[src/rtl/microcode_sequencer_pkg.sv]
// Shared definitions for the microcode sequencer: mode encodings and uaddr field layout.
// The microcode assembler and the store rely on the same field positions.
package microcode_sequencer_pkg;

    localparam int unsigned UPC_W   = 7;
    localparam int unsigned IR_W    = 9;
    localparam int unsigned MODE_W  = 2;
    localparam int unsigned IBUS_W  = 16;
    localparam int unsigned UADDR_W = MODE_W + IR_W + 1 + UPC_W;

    // Bit positions (LSB) of each uaddr field.
    localparam int unsigned UA_UPC  = 0;
    localparam int unsigned UA_COND = UA_UPC + UPC_W;
    localparam int unsigned UA_IR   = UA_COND + 1;
    localparam int unsigned UA_MODE = UA_IR + IR_W;

    typedef enum logic [MODE_W-1:0] {
        ModeReset = 2'b00,
        ModeFetch = 2'b01,
        ModeExec  = 2'b10,
        ModeIrq   = 2'b11
    } mode_e;

    function automatic logic [UADDR_W-1:0] pack_uaddr(
        input mode_e            mode,
        input logic [IR_W-1:0]  ir,
        input logic             cond,
        input logic [UPC_W-1:0] upc
    );
        return {mode, ir, cond, upc};
    endfunction

endpackage

[src/rtl/microcode_sequencer_if.sv]
// Control/status bundle between the instruction datapath, the decoded microword and
// the sequencer. The sequencer takes the slave side.
interface microcode_sequencer_if;
    import microcode_sequencer_pkg::*;

    logic                nhalt;
    logic                nwaiting;
    logic [IBUS_W-1:0]   ibus;
    logic                ir_ld;
    logic                uend;
    logic                cond_in;
    logic                irq_pend;
    logic                irq_en;
    logic [UADDR_W-1:0]  uaddr;
    mode_e               mode;
    logic                uerr;

    modport master (
        output nhalt,
        output nwaiting,
        output ibus,
        output ir_ld,
        output uend,
        output cond_in,
        output irq_pend,
        output irq_en,
        input  uaddr,
        input  mode,
        input  uerr
    );

    modport slave (
        input  nhalt,
        input  nwaiting,
        input  ibus,
        input  ir_ld,
        input  uend,
        input  cond_in,
        input  irq_pend,
        input  irq_en,
        output uaddr,
        output mode,
        output uerr
    );

endinterface

[src/rtl/microcode_sequencer_modefsm.sv]
// Major-state register of the sequencer: RESET -> FETCH -> EXEC -> (IRQ ->) FETCH.
// Advances only on the end edge of a microcode step.
module microcode_sequencer_modefsm
    import microcode_sequencer_pkg::*;
(
    input  logic  clk,
    input  logic  reset,
    input  logic  advance,
    input  logic  irq_pend,
    input  logic  irq_en,
    output mode_e mode,
    output mode_e mode_next
);

    mode_e mode_q;
    mode_e mode_d;

    always_ff @(posedge clk or posedge reset) begin
        if (reset) begin
            mode_q <= ModeReset;
        end else begin
            mode_q <= mode_d;
        end
    end

    always_comb begin
        mode_d = mode_q;
        if (advance) begin
            unique case (mode_q)
                ModeReset: mode_d = ModeFetch;
                ModeFetch: mode_d = ModeExec;
                // Interrupts are only taken once the current instruction has finished.
                ModeExec:  mode_d = (irq_pend && irq_en) ? ModeIrq : ModeFetch;
                ModeIrq:   mode_d = ModeFetch;
                default:   mode_d = ModeReset;
            endcase
        end
    end

    assign mode      = mode_q;
    assign mode_next = mode_d;

endmodule

[src/rtl/microcode_sequencer.sv]
// Microcode address sequencer: uPC, latched opcode and condition bit, concatenated with the
// major mode into the 19-bit microcode store address.
module microcode_sequencer
    import microcode_sequencer_pkg::*;
(
    input  logic                  clk,
    input  logic                  reset,
    microcode_sequencer_if.slave  bus
);

    logic             stall;
    logic             advance;
    mode_e            mode;
    mode_e            mode_next;

    logic [UPC_W-1:0] upc_q;
    logic [UPC_W-1:0] upc_d;
    logic [IR_W-1:0]  ir_q;
    logic [IR_W-1:0]  ir_d;
    logic             cond_q;
    logic             cond_d;
    logic             uerr_q;
    logic             uerr_d;
    logic [IR_W-1:0]  ir_field;
    logic             unused_ibus;

    assign stall   = !bus.nhalt || !bus.nwaiting;
    assign advance = !stall && bus.uend;

    microcode_sequencer_modefsm u_modefsm (
        .clk       (clk),
        .reset     (reset),
        .advance   (advance),
        .irq_pend  (bus.irq_pend),
        .irq_en    (bus.irq_en),
        .mode      (mode),
        .mode_next (mode_next)
    );

    always_comb begin
        upc_d  = upc_q;
        ir_d   = ir_q;
        cond_d = cond_q;
        uerr_d = uerr_q;
        if (!stall) begin
            if (bus.uend) begin
                upc_d = '0;
            end else begin
                upc_d = upc_q + UPC_W'(1);
                if (upc_q == '1) begin
                    uerr_d = 1'b1;
                end
            end

            if (bus.ir_ld) begin
                ir_d = bus.ibus[IBUS_W-1 -: IR_W];
            end else if (mode == ModeReset) begin
                ir_d = '0;
            end

            // cond is captured entering EXEC and held through any IRQ sequence.
            if (advance) begin
                if (mode_next == ModeFetch) begin
                    cond_d = 1'b0;
                end else if (mode == ModeFetch) begin
                    cond_d = bus.cond_in;
                end
            end
        end
    end

    always_ff @(posedge clk or posedge reset) begin
        if (reset) begin
            upc_q  <= '0;
            ir_q   <= '0;
            cond_q <= 1'b0;
            uerr_q <= 1'b0;
        end else begin
            upc_q  <= upc_d;
            ir_q   <= ir_d;
            cond_q <= cond_d;
            uerr_q <= uerr_d;
        end
    end

    // The reset vector never depends on a stale opcode.
    assign ir_field = (mode == ModeReset) ? '0 : ir_q;

    assign bus.uaddr = pack_uaddr(mode, ir_field, cond_q, upc_q);
    assign bus.mode  = mode;
    assign bus.uerr  = uerr_q;

    assign unused_ibus = ^bus.ibus[IBUS_W-IR_W-1:0];

endmodule

[src/flat_wrapper.sv]
// flat-port wrapper written by rule: the top's interface ports become plain ports
module microcode_sequencer_flat import microcode_sequencer_pkg::*;
  (clk, reset, bus_nhalt, bus_nwaiting, bus_ibus, bus_ir_ld, bus_uend, bus_cond_in, bus_irq_pend, bus_irq_en, bus_uaddr, bus_mode, bus_uerr);
  microcode_sequencer_if bus_i ();
  input  logic clk;
  input  logic reset;
  input wire logic [$bits(bus_i.nhalt)-1:0] bus_nhalt;
  input wire logic [$bits(bus_i.nwaiting)-1:0] bus_nwaiting;
  input wire logic [$bits(bus_i.ibus)-1:0] bus_ibus;
  input wire logic [$bits(bus_i.ir_ld)-1:0] bus_ir_ld;
  input wire logic [$bits(bus_i.uend)-1:0] bus_uend;
  input wire logic [$bits(bus_i.cond_in)-1:0] bus_cond_in;
  input wire logic [$bits(bus_i.irq_pend)-1:0] bus_irq_pend;
  input wire logic [$bits(bus_i.irq_en)-1:0] bus_irq_en;
  output wire logic [$bits(bus_i.uaddr)-1:0] bus_uaddr;
  output wire logic [$bits(bus_i.mode)-1:0] bus_mode;
  output wire logic [$bits(bus_i.uerr)-1:0] bus_uerr;
  assign bus_i.nhalt = bus_nhalt;
  assign bus_i.nwaiting = bus_nwaiting;
  assign bus_i.ibus = bus_ibus;
  assign bus_i.ir_ld = bus_ir_ld;
  assign bus_i.uend = bus_uend;
  assign bus_i.cond_in = bus_cond_in;
  assign bus_i.irq_pend = bus_irq_pend;
  assign bus_i.irq_en = bus_irq_en;
  assign bus_uaddr = bus_i.uaddr;
  assign bus_mode = bus_i.mode;
  assign bus_uerr = bus_i.uerr;
  microcode_sequencer u_core (.clk(clk), .reset(reset), .bus(bus_i));
endmodule
[config.mk]
export PLATFORM = sky130hd
export DESIGN_NAME = microcode_sequencer_flat
export DESIGN_NICKNAME = d
export VERILOG_FILES = /design/src/rtl/microcode_sequencer_pkg.sv /design/src/rtl/microcode_sequencer_if.sv /design/src/rtl/microcode_sequencer_modefsm.sv /design/src/rtl/microcode_sequencer.sv /design/src/flat_wrapper.sv
export SDC_FILE = /design/constraint.sdc
export NUM_CORES = 1
export LEC_CHECK = 0
export BUFFER_PORTS_ARGS = -buffer_cell sky130_fd_sc_hd__buf_2
export CAP_MARGIN = 0
export CORE_UTILIZATION = 51
export CTS_BUF_LIST = sky130_fd_sc_hd__clkbuf_4 sky130_fd_sc_hd__clkbuf_8
export DETAILED_ROUTE_END_ITERATION = 8
export MAX_ROUTING_LAYER = met4
export PLACE_DENSITY = 0.87
export SLEW_MARGIN = 15
export SYNTH_ARGS = -nofsm -noshare
export SYNTH_HDL_FRONTEND = slang
export SYNTH_SLANG_ARGS = --single-unit
[constraint.sdc]
create_clock -name clk -period 3.2 [get_ports clk]
set_input_delay 0.16 -clock clk [delete_from_list [all_inputs] [get_ports clk]]
set_output_delay 0.16 -clock clk [all_outputs]
set_load 0.005 [all_outputs]
---- Word-level counts from Yosys, hierarchy flattened ----
Index checks and enable logic that the tools add are counted.
word-level totals
  output and inout bits ................... 22
  bits of input ports ..................... 25
  flip-flop bits (word level) ............. 20
  logic and storage cells ................. 32
cells by class
  $add $sub $neg .......................... 1
  bitwise logic cells ..................... 2
  reductions and logical operators ........ 11
  equality and inequality tests ........... 5
  muxes and demuxes ....................... 8
operator list
  operator             count
  $mux 9               2
  $add 7x1->7 const B  1
  $eq 7x7->1 const B   1
  $mux 7               1
  $pmux 2 s3           1
  $reduce_and 3->1     2
  $eq 2x1->1 const B   2
  $eq 2x2->1 const B   2
  $mux 2               2
  $logic_not 1->1      3
  $logic_and 1x1->1    2
  $logic_not 2->1      1
  $mux 1               2
  $not 1->1            2
  $reduce_bool 2->1    1
  $reduce_or 2->1      1
  $logic_or 1x1->1     1

---- Depth between registers and ports, before layout ----
  depth in word-level cells ............... 8
  depth in mapped cells ................... 5
  mapped depth without buffers ............ 5

---- Modules after synthesis ----
Synthesis repeated with hierarchy kept, for this count alone.
second synthesis, totals
  cell total of the unflattened synthesis .. 93
  area total of the unflattened synthesis .. 991.0 sq um
by module, submodules not included
  module                       cells an instance  sequential area each (sq um)  area an instance (sq um)  times used
  microcode_sequencer          81                 450.4                         875.8                     1
  microcode_sequencer_modefsm  12                 50.0                          115.1                     1

---- Worst setup path after synthesis ----
No wires, ideal clock.
  path kind ............................... register to register
  start ................................... reg u_core.u_modefsm.mode_q[0], in the netlist u_core.u_modefsm.mode[0]
  end ..................................... reg u_core.ir_q[0]
  stages on the path, launching flop included .. 6
  data required time ...................... 3.079 ns
  period minus slack after synthesis ...... 1.427 ns
  path buffers ............................ 1
  data arrival time ....................... 1.306 ns
  setup time .............................. 0.121 ns
  path slack .............................. 1.773 ns
  cell sequence ........................... dfrtp_1 inv_1 ha_1 clkbuf_1 o211ai_2 a22o_1
between the ends
  longest elaborated chain between the ends .. 3
RTL lines
  what                      line                               RTL
  start: declaration        microcode_sequencer_modefsm.sv:15  mode_e mode_q;
  start signal: assignment  microcode_sequencer_modefsm.sv:20  mode_q <= ModeReset;
  start signal: assignment  microcode_sequencer_modefsm.sv:22  mode_q <= mode_d;
  $logic_not 2->1           microcode_sequencer.sv:57          end else if (mode == ModeReset) begin
  $mux 9 (2 in a row)       -
  end signal: assignment    microcode_sequencer.sv:80          ir_q <= ir_d;
  end: declaration          microcode_sequencer.sv:18          logic [IR_W-1:0] ir_q;
Every way passes these cells.
A chain may end at the register's enable or synchronous reset.

---- Worst setup path in the final report ----
  start ................................... reg u_core.u_modefsm.mode_q[0], in the netlist u_core.u_modefsm.mode[0]
  end ..................................... out bus_uaddr[14]
between the ends
  longest elaborated chain between the ends .. 2
RTL lines
  what              line                       RTL
  $logic_not 2->1   microcode_sequencer.sv:87  assign ir_field = (mode == ModeReset) ? '0 : ir_q;
  $mux 9            -
  end: declaration  flat_wrapper.sv:15         output wire logic [$bits(bus_i.uaddr)-1:0] bus_uaddr;
Every way passes these cells.

==> reports/results.md <==
- dominant cells by area after synthesis: dfrtp_1 (49%), a22o_1 (7.8%), nor2b_1 (7.4%)
- worst setup path category: register to output port
- maximum clock insertion buffer count: 2
- Gates resized, CTS repair: 0
- most instantiated library cell after synthesis: dfrtp_1
- dominant combinational cell family by area after synthesis: simple AND/OR/NAND/NOR gates
- flop and latch count out of synthesis: 20
- Final Hold Fails: 0
- kind of capture point of the worst setup path: output port
- sink count of the clock tree: 20
- cts bufs inserted: 3
- Synth Warn #: 0
- run status: finished clean
- number of different library cells in the post-synthesis netlist: 27
- clk root buf: clkbuf_4
- transition time at the pin with the least slew margin: 0.735 ns
- number of antenna repair diodes: 0
- share of total power in combinational logic: 34.3%
- Peak VDD IR: 0.000328 V
- initial core utilization: 56.3%
- mux contribution to synthesized area: 1.11%
- full die area: 0.00217 sq mm
- minimum setup slack after placement: 1.66 ns
- clk slew on worst S/H paths: 0.11 ns
- vias in the first global route: 741
- worst min path class: input pin to register
- Final ANT Viol Nets: 0
- maximum number of pins on one net before global-route repair: 21
- Syn Area/Cell: 10.4 sq um
- Arrival @ worst endpoint: 1.48 ns
- Final Slew Violations: 0
- Min Clock Period, post-route: 1.64 ns
- number of fillers in the final layout: 144
- period utilisation layout: 51.3%
- kind of cell adding the most delay to the critical path: flip-flops
- share of the synthesized area in compound gates (AO/OA/AOI/OAI): 18.4%
- post-detailed-placement half-perimeter wirelength: 1.68 mm
- area of the core: 0.00180 sq mm
- Max Clk Rate: 609 MHz
- post-synthesis share of cell area spent on full adders, half adders and majority gates: 4.94%
- routed via count: 859
- area added between synthesis and finish: 21.1%
- routed length per placed instance: 14.0 um
- Worst Path Max Fanout: 10
- XOR/XNOR share of the synthesized area: 0%
- internal power summed over all cells: 0.466 mW
- cell breakdown of the critical path: inv_1 -> ha_1 -> nor2b_1 -> buf_2
- reported leakage power: 0.645 nW
- count of buffers inserted at the top-level ports: 39
- io pins: 47
- syn_nets: 126
- RSZ-0062 raised after global routing: no
- ranking of synthesized cells by instance count: dfrtp_1 (20), nor2b_1 (12), a22o_1 (9), o21ai_0 (9)
- Synth area leader: dfrtp_1
- die outline height: 46.6 um
- global routing usage summed across all routing layers: 22.5%
- overall overflow remaining after global route: 0
- Final Worst Setup Slack: 1.56 ns
- sequential fraction of the synthesis area: 49.4%
- number of remaining DRC errors: 0
- worst clock skew on the final layout: 0.00764 ns
- number of enable flip-flop cells after synthesis: 0
- width of the die: 46.6 um
- proportion of register bits with asynchronous set or reset after synthesis: 100%
- global-route wire length before repair: 3.24 mm
- highest-delay cell along the critical path: dfrtp_1
- Setup Total Neg Slack: 0 ns
- switching share of total power: 33.5%
- initial antenna violation count: 0
- total wire length: 2.21 mm
- CTS tree: built
- simple logic cell fraction of the synthesized area: 20.2%
- clock latency on the worst-skew pair: 0.30 ns
- CP bufs+invs: 2
- Sequential Power Share: 48.8%
- delay of the slowest critical-path stage: 0.44 ns
- power per unit of standard cell area: 571 mW/mm^2
- Post-synth top flop: dfrtp_1
- Clock Power Share: 16.9%
- standard-cell rows: 15
- layout cell share with drive strength beyond 1: 36.8%
- worst slew slack as a fraction of its limit: 50.9%
- Via-to-Cell Ratio: 5.44
- total net switching power: 0.235 mW
- Final setup viols: 0
- Cells after Synth: 97
- fin nets: 164
- violation count after the first detailed-routing iteration: 10
- Mapped Area: 0.00101 sq mm
- required time of the worst setup path: 3.04 ns
- Critical Path Source Type: register
- H-tree depth reported by CTS: 1
- number of optimization iterations in the first detailed-route pass: 4
- PnR Total Power: 0.700 mW
- routability congestion estimate: 0.764
- maximum capacitance violations: 0
- Synth top area share: 49.4%
==> final timing paths <==
check / start / cells after the start / to / slack, ns
setup / recovery: u_core.u_modefsm.mode[0] / 4 / bus_uaddr[14] / 1.56
hold / removal: bus_ibus[10] / 2 / u_core.ir_q[3] / 0.07
setup reg to reg: u_core.u_modefsm.mode[0] / 4 / u_core.ir_q[2] / 1.65
hold reg to reg: u_core.bus.uerr / 1 / u_core.bus.uerr / 0.49
max in group asynchronous: reset / 3 / u_core.upc_q[3] / 2.23
min in group asynchronous: reset / 3 / u_core.ir_q[3] / 0.50
==> metrics by stage <==
stage | hold WS, ns | cell area, sq um | util [%] | cells
finish | 0.0721 | 1230 | 68.1 | 158
global route | 0.0706 | 1230 | 68.1 | 158
CTS | 0.0716 | 1230 | 68.1 | 158
detailed placement | 0.322 | 1190 | 66.3 | 154
global placement | 0.303 | 1190 | 66.3 | 154
floorplan | 0.124 | 1010 | - | 97
==> area by class of cell <==
type	count	area (sq um)	area share, %
well taps	25	31.3	2.55
repair buffers	40	205	16.7
multi-input cells	66	453	36.9
inverters	4	15.0	1.22
clock buffers	3	22.5	1.83
flip-flops and latches	20	500	40.8
==> power groups by stage <==
stage	clock network (mW)	logic (mW)	registers, mW
after CTS	0.119	0.244	0.341
after global placement	0	0.228	0.339
after global routing	0.130	0.272	0.348
after floorplan	0	0.159	0.338
after detailed placement	0	0.241	0.346
final	0.118	0.240	0.342
==> registers in the layout, summed over array words and instances (netlist names) <==
| register | cells |
|---|---|
| u_core.bus.uerr | 1 |
| u_core.upc_q | 7 |
| u_core.ir_q | 9 |
| u_core.u_modefsm.mode | 2 |
| u_core.cond_q | 1 |
==> cells in the final DEF, fill, tap and decap left out <==
cell type       n
nand2_1         6
ha_1            4
nand3_1         6
buf_2          39
a31o_2          1
nand2b_1        1
inv_1           4
dlygate4sd3_1   1
and3_2          2
o21ai_0         9
o31ai_1         1
or4b_1          1
a31oi_1         1
clkbuf_4        3
nand2_2         1
or3_1           1
dfrtp_1        20
o211ai_2        1
and3_1          1
nor2b_1        12
a22o_1          9
and3b_2         1
mux2_2          1
a221o_1         1
nor2_1          3
o311ai_0        2
nor4_1          1
==> logic make-up (layout without fill, tap and decap cells) <==
kind of cell             Yosys count  count (layout)
multiplexers                       1               1
flip-flops                        20              20
adder cells (fa/ha/maj)            4               4
AND/OR/NAND/NOR                   36              36
buffers and inverters             11              47
AO/OA/AOI/OAI                     25              25
==> timing repair <==
action,in CTS,in global routing
hold buffers,1,0
endpoints found under the hold margin,10,0
buffers inserted,0,0
==> layer usage <==
layer / vias up / part of all wire, % / global-route usage [%]
met5: - / 0 / -
met4: 0 / 1.2 / 10.6
met3: 5 / 3.4 / 3.53
met1: 408 / 46 / 28.4
li1: 420 / - / -
met2: 26 / 50 / 35.0
Note: power is estimated with default switching activity, not from simulation.
